$ cat config.mk
export PLATFORM = sky130hd
export DESIGN_NAME = serial_add_sequencer
export DESIGN_NICKNAME = d
export VERILOG_FILES = /design/src/rtl/serial_add_sequencer_pkg.sv /design/src/rtl/serial_add_sequencer_piso.sv /design/src/rtl/serial_add_sequencer.sv
export SDC_FILE = /design/constraint.sdc
export NUM_CORES = 1
export LEC_CHECK = 0
export CORE_ASPECT_RATIO = 1.5
export CORE_MARGIN = 4
export CORE_UTILIZATION = 52
export DETAILED_ROUTE_END_ITERATION = 16
export GPL_ROUTABILITY_DRIVEN = 0
export PLACE_DENSITY = 0.84
export SYNTH_ARGS = -nofsm -noshare
export SYNTH_HDL_FRONTEND = slang
export SYNTH_SLANG_ARGS = --single-unit
$ cat constraint.sdc
create_clock -name clk -period 3.7 [get_ports clk]
set_input_delay 0.37 -clock clk [delete_from_list [all_inputs] [get_ports clk]]
set_output_delay 0.37 -clock clk [all_outputs]
set_load 0.01 [all_outputs]
$ cat src/rtl/serial_add_sequencer_pkg.sv
// Shared definitions for the serial add sequencer: state encoding and default width.
package serial_add_sequencer_pkg;

    typedef enum logic [1:0] {
        IDLE  = 2'd0,
        CLR   = 2'd1,
        SHIFT = 2'd2,
        DONE  = 2'd3
    } seq_state_e;

    localparam int DEFAULT_N = 8;

endpackage

$ cat src/rtl/serial_add_sequencer_piso.sv
// Parallel-in serial-out shift register: parallel load, right shift, LSB presented on bit_o.
module piso_shift_reg #(
    parameter int W = 8
) (
    input  logic         clk,
    input  logic         rst,
    input  logic         load_i,
    input  logic         shift_i,
    input  logic [W-1:0] din_i,
    output logic         bit_o
);

    logic [W-1:0] data_q;

    always_ff @(posedge clk or posedge rst) begin
        if (rst) begin
            data_q <= '0;
        end else if (load_i) begin
            data_q <= din_i;
        end else if (shift_i) begin
            data_q <= {1'b0, data_q[W-1:1]};
        end
    end

    assign bit_o = data_q[0];

endmodule

$ cat src/rtl/serial_add_sequencer.sv
// Feeds operand pairs LSB-first to an external Mealy serial adder and reassembles the sum.
//
// state | meaning
// IDLE  | waiting for an operand pair (in_ready=1)
// CLR   | one cycle clearing the adder's carry (add_clr=1)
// SHIFT | N cycles presenting operand bits and capturing sum_bit
// DONE  | result valid, held until out_ready
module serial_add_sequencer
    import serial_add_sequencer_pkg::*;
#(
    parameter int N = DEFAULT_N
) (
    input  logic         clk,
    input  logic         rst,
    input  logic         in_valid,
    output logic         in_ready,
    input  logic [N-1:0] op_a,
    input  logic [N-1:0] op_b,
    output logic         a_bit,
    output logic         b_bit,
    output logic         add_clr,
    input  logic         sum_bit,
    output logic         out_valid,
    input  logic         out_ready,
    output logic [N-1:0] result
);

    localparam int CW = $clog2(N);

    seq_state_e    state_q, state_d;
    logic [CW-1:0] cnt_q, cnt_d;
    logic [N-1:0]  result_q, result_d;
    logic          load, shift;
    logic          a_lsb, b_lsb;

    piso_shift_reg #(.W(N)) u_piso_a (
        .clk     (clk),
        .rst     (rst),
        .load_i  (load),
        .shift_i (shift),
        .din_i   (op_a),
        .bit_o   (a_lsb)
    );

    piso_shift_reg #(.W(N)) u_piso_b (
        .clk     (clk),
        .rst     (rst),
        .load_i  (load),
        .shift_i (shift),
        .din_i   (op_b),
        .bit_o   (b_lsb)
    );

    always_ff @(posedge clk or posedge rst) begin
        if (rst) begin
            state_q  <= IDLE;
            cnt_q    <= '0;
            result_q <= '0;
        end else begin
            state_q  <= state_d;
            cnt_q    <= cnt_d;
            result_q <= result_d;
        end
    end

    always_comb begin
        state_d   = state_q;
        cnt_d     = cnt_q;
        result_d  = result_q;
        load      = 1'b0;
        shift     = 1'b0;
        in_ready  = 1'b0;
        out_valid = 1'b0;
        a_bit     = 1'b0;
        b_bit     = 1'b0;
        case (state_q)
            IDLE: begin
                in_ready = 1'b1;
                if (in_valid) begin
                    load    = 1'b1;
                    cnt_d   = '0;
                    state_d = CLR;
                end
            end
            CLR: begin
                state_d = SHIFT;
            end
            SHIFT: begin
                a_bit    = a_lsb;
                b_bit    = b_lsb;
                shift    = 1'b1;
                // Sum bits enter at the MSB so bit i settles in result[i] after N shifts.
                result_d = {sum_bit, result_q[N-1:1]};
                cnt_d    = cnt_q + CW'(1);
                if (cnt_q == CW'(N - 1)) begin
                    state_d = DONE;
                end
            end
            DONE: begin
                out_valid = 1'b1;
                if (out_ready) begin
                    state_d = IDLE;
                end
            end
            default: begin
                state_d = IDLE;
            end
        endcase
    end

    // Reset also clears the external adder's carry across the reset edge.
    assign add_clr = rst | (state_q == CLR);
    assign result  = result_q;

endmodule

== Word-level counts from Yosys, hierarchy flattened ==
Index checks and enable logic that the tools add are counted.

* Register bits after elaboration: 29
* Logic and storage cells: 36
* Input port bits: 21
* Output and inout bits: 13

* Eq/ne operators: 7
* Multiplexer cells: 17
* Add/subtract/negate cells: 1
* Reduce and logical (&&, ||, !) cells: 5
* Bitwise logic cells: 1

{| class="wikitable"
|+ Operator list
! cell !! count
|-
| $mux W8 || 4
|-
| $pmux W2 S4 || 1
|-
| $mux W1 || 7
|-
| $mux W2 || 3
|-
| $ne A2 B2 Y1 const B || 3
|-
| $pmux W3 S2 || 1
|-
| $eq A2 B2 Y1 const B || 2
|-
| $reduce_bool A2 Y1 || 2
|-
| $add A3 B1 Y3 const B || 1
|-
| $eq A3 B3 Y1 const B || 1
|-
| $mux W3 || 1
|-
| $reduce_and A3 Y1 || 1
|-
| $eq A2 B1 Y1 const B || 1
|-
| $logic_not A2 Y1 || 1
|-
| $reduce_and A2 Y1 || 1
|-
| $or A1 B1 Y1 || 1
|}

== Longest topological paths before layout ==
* Word-level depth: 4
* Depth in mapped cells: 7
* Gate-level depth less buffers: 5

== Cells and area by module ==
A second synthesis with hierarchy kept.

* Cells, all modules: 120
* Area total of the unflattened synthesis: 1402.6 um^2

{| class="wikitable"
|+ By module, submodules not included
! module !! sequential area each (um^2) !! times used !! area each (um^2) !! cells an instance
|-
| piso_shift_reg || 200.2 || 2 || 372.9 || 35
|-
| serial_add_sequencer || 325.3 || 1 || 656.9 || 50
|}

== Least setup slack after synthesis ==
No wires, ideal clock.

* Kind: reg2reg
* Start point: reg state_q[0]
* End point: reg state_q[1]
* Path buffers: 0
* Arrival time: 1365 ps
* Data required time: 3575 ps
* Period minus slack after synthesis: 1491 ps
* Stages on the path, launching flop included: 6
* Path slack: 2209 ps
* Library setup time: 125 ps
* Cell sequence: dfrtp_1 -> inv_1 -> ha_1 -> nand2b_1 -> o221a_1 -> mux2_4

* Word-level cells in the longest chain between the ends: 3
* Elaborated cells on any way between the ends: 9
* Those cells by class: eq/ne: 6; mux: 1; reduce/logical: 2

{| class="wikitable"
|+ Ends and longest elaborated chain
! what !! RTL line !! text
|-
| from (decl) || serial_add_sequencer.sv:30 || <nowiki>seq_state_e state_q, state_d;</nowiki>
|-
| from (signal assigned) || serial_add_sequencer.sv:60 || <nowiki>state_q <= state_d;</nowiki>
|-
| $eq A2 B2 Y1 / $logic_not A2 Y1 (equally long branches) || serial_add_sequencer.sv:76 || <nowiki>case (state_q)</nowiki>
|-
| $ne A2 B2 Y1 (no line) || - ||
|-
| $reduce_and A3 Y1 (no line) || - ||
|}

Several ways; a longest one is shown, not always the timed one.
A chain may end at the register's enable or synchronous reset.

== Worst setup path after layout ==
* Start point: reg state_q[0]
* End point: out b_bit

* Word-level cells in the longest chain between the ends: 2

{| class="wikitable"
|+ Ends and longest elaborated chain
! what !! RTL line !! text
|-
| $eq A2 B2 Y1 || serial_add_sequencer.sv:76 ||
|-
| $mux W1 || serial_add_sequencer.sv:76 ||
|-
| to (decl) || serial_add_sequencer.sv:20 || <nowiki>output logic b_bit,</nowiki>
|}

Every way passes these cells.

==> impl_results.html <==
<table>
<tr><th>Metric</th><th>Value</th></tr>
<tr><th colspan="2">Outcome</th></tr>
<tr><td>Outcome</td><td>complete, no violations</td></tr>
<tr><th colspan="2">Cells and area</th></tr>
<tr><td>Fraction of final layout cells with drive strength greater than 1</td><td>7.79%</td></tr>
<tr><td># diodes</td><td>0</td></tr>
<tr><td>Share of the core filled with cells in the final layout</td><td>between 70% and 80%</td></tr>
<tr><td>P&amp;R area growth vs syn</td><td>28.8%</td></tr>
<tr><td>Final design instance area without fill</td><td>1760 um2</td></tr>
<tr><td>Number of nets in the layout</td><td>181</td></tr>
<tr><th colspan="2">Placement</th></tr>
<tr><td>Placement Cell Area</td><td>between 1500 and 2000 um2</td></tr>
<tr><td>Count of input and output buffers</td><td>33</td></tr>
<tr><td>HPWL after detailed placement</td><td>approximately 1.8 mm</td></tr>
<tr><th colspan="2">STA</th></tr>
<tr><td>Transition time at the pin with the least slew margin</td><td>approximately 1100 ps</td></tr>
<tr><td>Largest clock skew in the final design</td><td>4.42 ps</td></tr>
<tr><td>Max Fclk</td><td>431 MHz</td></tr>
<tr><td>Setup TNS after final layout</td><td>0 ps</td></tr>
<tr><td>Final clock period utilization by the worst path</td><td>62.8%</td></tr>
<tr><td>Number of max-slew violations in the final report</td><td>0</td></tr>
<tr><td>Worst relative slew slack</td><td>29.0%</td></tr>
<tr><td>Hold Fails Final Rpt</td><td>0</td></tr>
<tr><td>RSZ-0062 raised after global routing</td><td>no</td></tr>
<tr><td>Minimum clock period</td><td>between 2000 and 2500 ps</td></tr>
<tr><td>Final setup violation count</td><td>0</td></tr>
<tr><th colspan="2">Setup path</th></tr>
<tr><td>Kind of start point of the critical path</td><td>flip-flop</td></tr>
<tr><td>Maximum single-stage delay on the critical path</td><td>about 530 ps</td></tr>
<tr><td>Arrival time worst endpoint</td><td>approximately 2000 ps</td></tr>
<tr><td>Crit Path Category</td><td>reg2out</td></tr>
<tr><td>Setup slack, reg-to-reg</td><td>1590 ps</td></tr>
<tr><td>Kind of capture point of the worst setup path</td><td>output port</td></tr>
<tr><td>Worst-path cell chain</td><td>inv_1, ha_1, and2_1, clkdlybuf4s50_1</td></tr>
<tr><td>CP Max Fanout</td><td>8</td></tr>
<tr><td>Critical path data required time</td><td>3330 ps</td></tr>
<tr><td>Standard cell with the maximum stage delay on the critical path</td><td>sky130_fd_sc_hd__clkdlybuf4s50_1</td></tr>
<tr><th colspan="2">Routing</th></tr>
<tr><td>Iteration count of the initial detailed-routing pass</td><td>4</td></tr>
<tr><td>Count of nets left with antenna violations after detail routing</td><td>0</td></tr>
<tr><td>Vias/cell</td><td>5.11</td></tr>
<tr><td>Vias after detailed routing</td><td>910</td></tr>
<tr><td>Wirelength per Cell</td><td>13.7 um</td></tr>
<tr><td>DRC</td><td>0</td></tr>
<tr><td>Number of DRC markers in iteration 0</td><td>6</td></tr>
<tr><td>Detailed-route wire length</td><td>approximately 2.4 mm</td></tr>
<tr><th colspan="2">Clocking</th></tr>
<tr><td>CTS Buffer Depth</td><td>2</td></tr>
<tr><td>Number of gates given a new drive strength after cts</td><td>0</td></tr>
<tr><td>Number of clock sinks</td><td>29</td></tr>
<tr><td>CTS tree</td><td>built</td></tr>
<tr><td>Count of hold buffers inserted by post-cts repair</td><td>0</td></tr>
<tr><td>Post CTS Setup Buffer Count</td><td>0</td></tr>
<tr><td>Clock insertion delay at the later pin of the skew report</td><td>roughly 320 ps</td></tr>
<tr><td>Clock root cell</td><td>sky130_fd_sc_hd__clkbuf_4</td></tr>
<tr><td>Number of levels the H-tree was split into</td><td>2</td></tr>
<tr><td>Number of buffers inserted during clock tree synthesis</td><td>5</td></tr>
<tr><td>Clock transition at path regs</td><td>90 ps</td></tr>
<tr><th colspan="2">GRT</th></tr>
<tr><td>Maximum number of pins on one net before global-route repair</td><td>33</td></tr>
<tr><td>Global router's overall resource usage</td><td>16.0%</td></tr>
<tr><td>Vias in the first global route</td><td>930</td></tr>
<tr><td>Initial antenna violation count</td><td>0</td></tr>
<tr><td>Overflow left after global routing</td><td>0</td></tr>
<tr><td>Wire length of the first global-routing pass</td><td>around 4.2 mm</td></tr>
<tr><th colspan="2">Min path</th></tr>
<tr><td>Hold crit path type</td><td>reg2reg</td></tr>
<tr><th colspan="2">Flow run</th></tr>
<tr><td>Number of violations of the max-capacitance limit</td><td>0</td></tr>
<tr><th colspan="2">Die</th></tr>
<tr><td>Initial Utilization</td><td>55.2%</td></tr>
<tr><td>Core region area</td><td>2480 um2</td></tr>
<tr><td>Std-Cell Rows</td><td>22</td></tr>
<tr><td>Die Wd</td><td>between 40 and 50 um</td></tr>
<tr><td>Vertical die dimension</td><td>70.8 um</td></tr>
<tr><td>Number of top-level pins</td><td>34</td></tr>
<tr><td>DIE AREA</td><td>3530 um2</td></tr>
<tr><th colspan="2">Synthesis</th></tr>
<tr><td>Post-synthesis instance total</td><td>119</td></tr>
<tr><td>Post-Syn Nets</td><td>roughly 150</td></tr>
<tr><td>#FFs+latches synth</td><td>29</td></tr>
<tr><td>Yosys warnings</td><td>0</td></tr>
<tr><td>Mean post-synth cell area</td><td>11.5 um2</td></tr>
<tr><td>Post-synthesis cell type count</td><td>18</td></tr>
<tr><td>Mapped cell area</td><td>~1400 um2</td></tr>
<tr><td>Proportion of synthesized chip area in sequential cells</td><td>53.1%</td></tr>
<tr><th colspan="2">Power and ir drop</th></tr>
<tr><td>Net Switching</td><td>between 0.5 and 0.6 mW</td></tr>
<tr><td>Power per Cell Area</td><td>829 nW/um2</td></tr>
<tr><td>Maximum vdd drop</td><td>544 uV</td></tr>
<tr><td>Fraction of power spent switching nets</td><td>34.9%</td></tr>
<tr><td>Final Total Pwr</td><td>1.46 mW</td></tr>
<tr><td>Leakage power summed over all cells</td><td>0.785 nW</td></tr>
<tr><td>Fraction of power consumed by combinational cells</td><td>46.4%</td></tr>
<tr><td>Cell-internal power</td><td>0.951 mW</td></tr>
<tr><td>Sequential share of power</td><td>38.5%</td></tr>
<tr><td>Clock Power Share</td><td>between 10% and 20%</td></tr>
</table>
-- synth_stat cells --
| master | count | share of area (%) |
|---|---|---|
| sky130_fd_sc_hd__dfrtp_1 | 29 | 53 |
| sky130_fd_sc_hd__nand2_1 | 20 | 5.5 |
| sky130_fd_sc_hd__o21ai_1 | 17 | 6.2 |
| sky130_fd_sc_hd__mux2i_1 | 16 | 12 |
| sky130_fd_sc_hd__mux2_1 | 8 | 6.6 |
| sky130_fd_sc_hd__ha_1 | 7 | 6.4 |
| sky130_fd_sc_hd__buf_2 | 5 | 1.8 |
| sky130_fd_sc_hd__inv_1 | 4 | 1.1 |
| sky130_fd_sc_hd__and2_1 | 3 | 1.4 |
| sky130_fd_sc_hd__a32o_1 | 2 | 1.5 |
| sky130_fd_sc_hd__buf_4 | 1 | 0.55 |
| sky130_fd_sc_hd__buf_6 | 1 | 0.82 |
| sky130_fd_sc_hd__inv_2 | 1 | 0.27 |
| sky130_fd_sc_hd__mux2_4 | 1 | 1.1 |
| sky130_fd_sc_hd__nand2b_1 | 1 | 0.46 |
| sky130_fd_sc_hd__nor2_1 | 1 | 0.27 |
| sky130_fd_sc_hd__o221a_1 | 1 | 0.82 |
| sky130_fd_sc_hd__or2_2 | 1 | 0.46 |
-- cells in the final DEF (no fill, tap or decap), drive strengths merged, types with 2 or more instances in the layout --
cell           count
dfrtp             29
mux2i             16
and2               3
clkbuf             7
inv                5
o21ai             17
mux2               9
nand2             20
a32o               2
ha                 7
clkdlybuf4s50     33
-- flip-flops by register name, summed over array words and instances, names as in the netlist --
name,count
u_piso_a.data_q,8
u_piso_b.data_q,8
cnt_q,3
state_q,2
result,8
-- cell type report --
type | count | area, um2
Clock buffer | 7 | 65.1
Clock inverter | 1 | 5.00
Timing Repair Buffer | 34 | 338
Multi-Input combinational cell | 78 | 579
Fill cell | 193 | 716
Inverter | 5 | 18.8
Sequential cell | 29 | 726
Tap cell | 24 | 30.0
-- power by group through the flow --
stage	Clock, mW	Combinational, mW	Sequential, mW
after floorplan	0	0.463	0.570
after global placement	0	0.662	0.563
after detailed placement	0	0.687	0.570
after CTS	0.227	0.690	0.564
after global routing	0.243	0.757	0.585
final	0.221	0.677	0.562
-- final timing paths --
check                                  startpoint  cells after the start                      to
setup / recovery           state_q[0]$_DFFE_PP0P_                      4                   b_bit
hold / removal               cnt_q[0]$_DFFE_PP0P_                      1    cnt_q[0]$_DFFE_PP0P_
setup reg to reg           state_q[0]$_DFFE_PP0P_                      6  state_q[1]$_DFFE_PP0P_
hold reg to reg              cnt_q[0]$_DFFE_PP0P_                      1    cnt_q[0]$_DFFE_PP0P_
max in group asynchronous                     rst                      2   result[4]$_DFFE_PP0N_
min in group asynchronous                     rst                      2    cnt_q[0]$_DFFE_PP0P_
-- routing by layer --
layer  global-route usage, %  share of wire (%)  vias to the layer above
li1                        -                  -                      470
met1                    18.1                 43                      414
met2                    26.2                 50                       21
met3                    5.68                4.9                        5
met4                    8.31                2.5                        0
met5                       0                  0                        -
-- logic make-up after synthesis --
group	count (synthesis)	synth area share, %
DFF	29	53.1
AOI/OAI and AO/OA	20	8.51
muxes	25	19.4
buffers and inverters	12	4.57
adders and majority gates	7	6.40
and+or+nand+nor	26	8.05
-- critical path: cells and delay by family, from the launching register on --
family        cells  cell delay [ps]
simple gates      1              180
flops             1              410
buf+inv           2              660
fa+ha+maj         1              390
-- per-stage QoR --
stage / hold WS, ps / setup slack [ps] / instances
after floorplan: 448 / 2210 / 119
final: 499 / 1380 / 178
after global placement: 473 / 1660 / 170
after global routing: 530 / 1230 / 178
after CTS: 500 / 1350 / 178
after detailed placement: 487 / 1600 / 170
No activity file was read; power rests on OpenSTA's default activity.
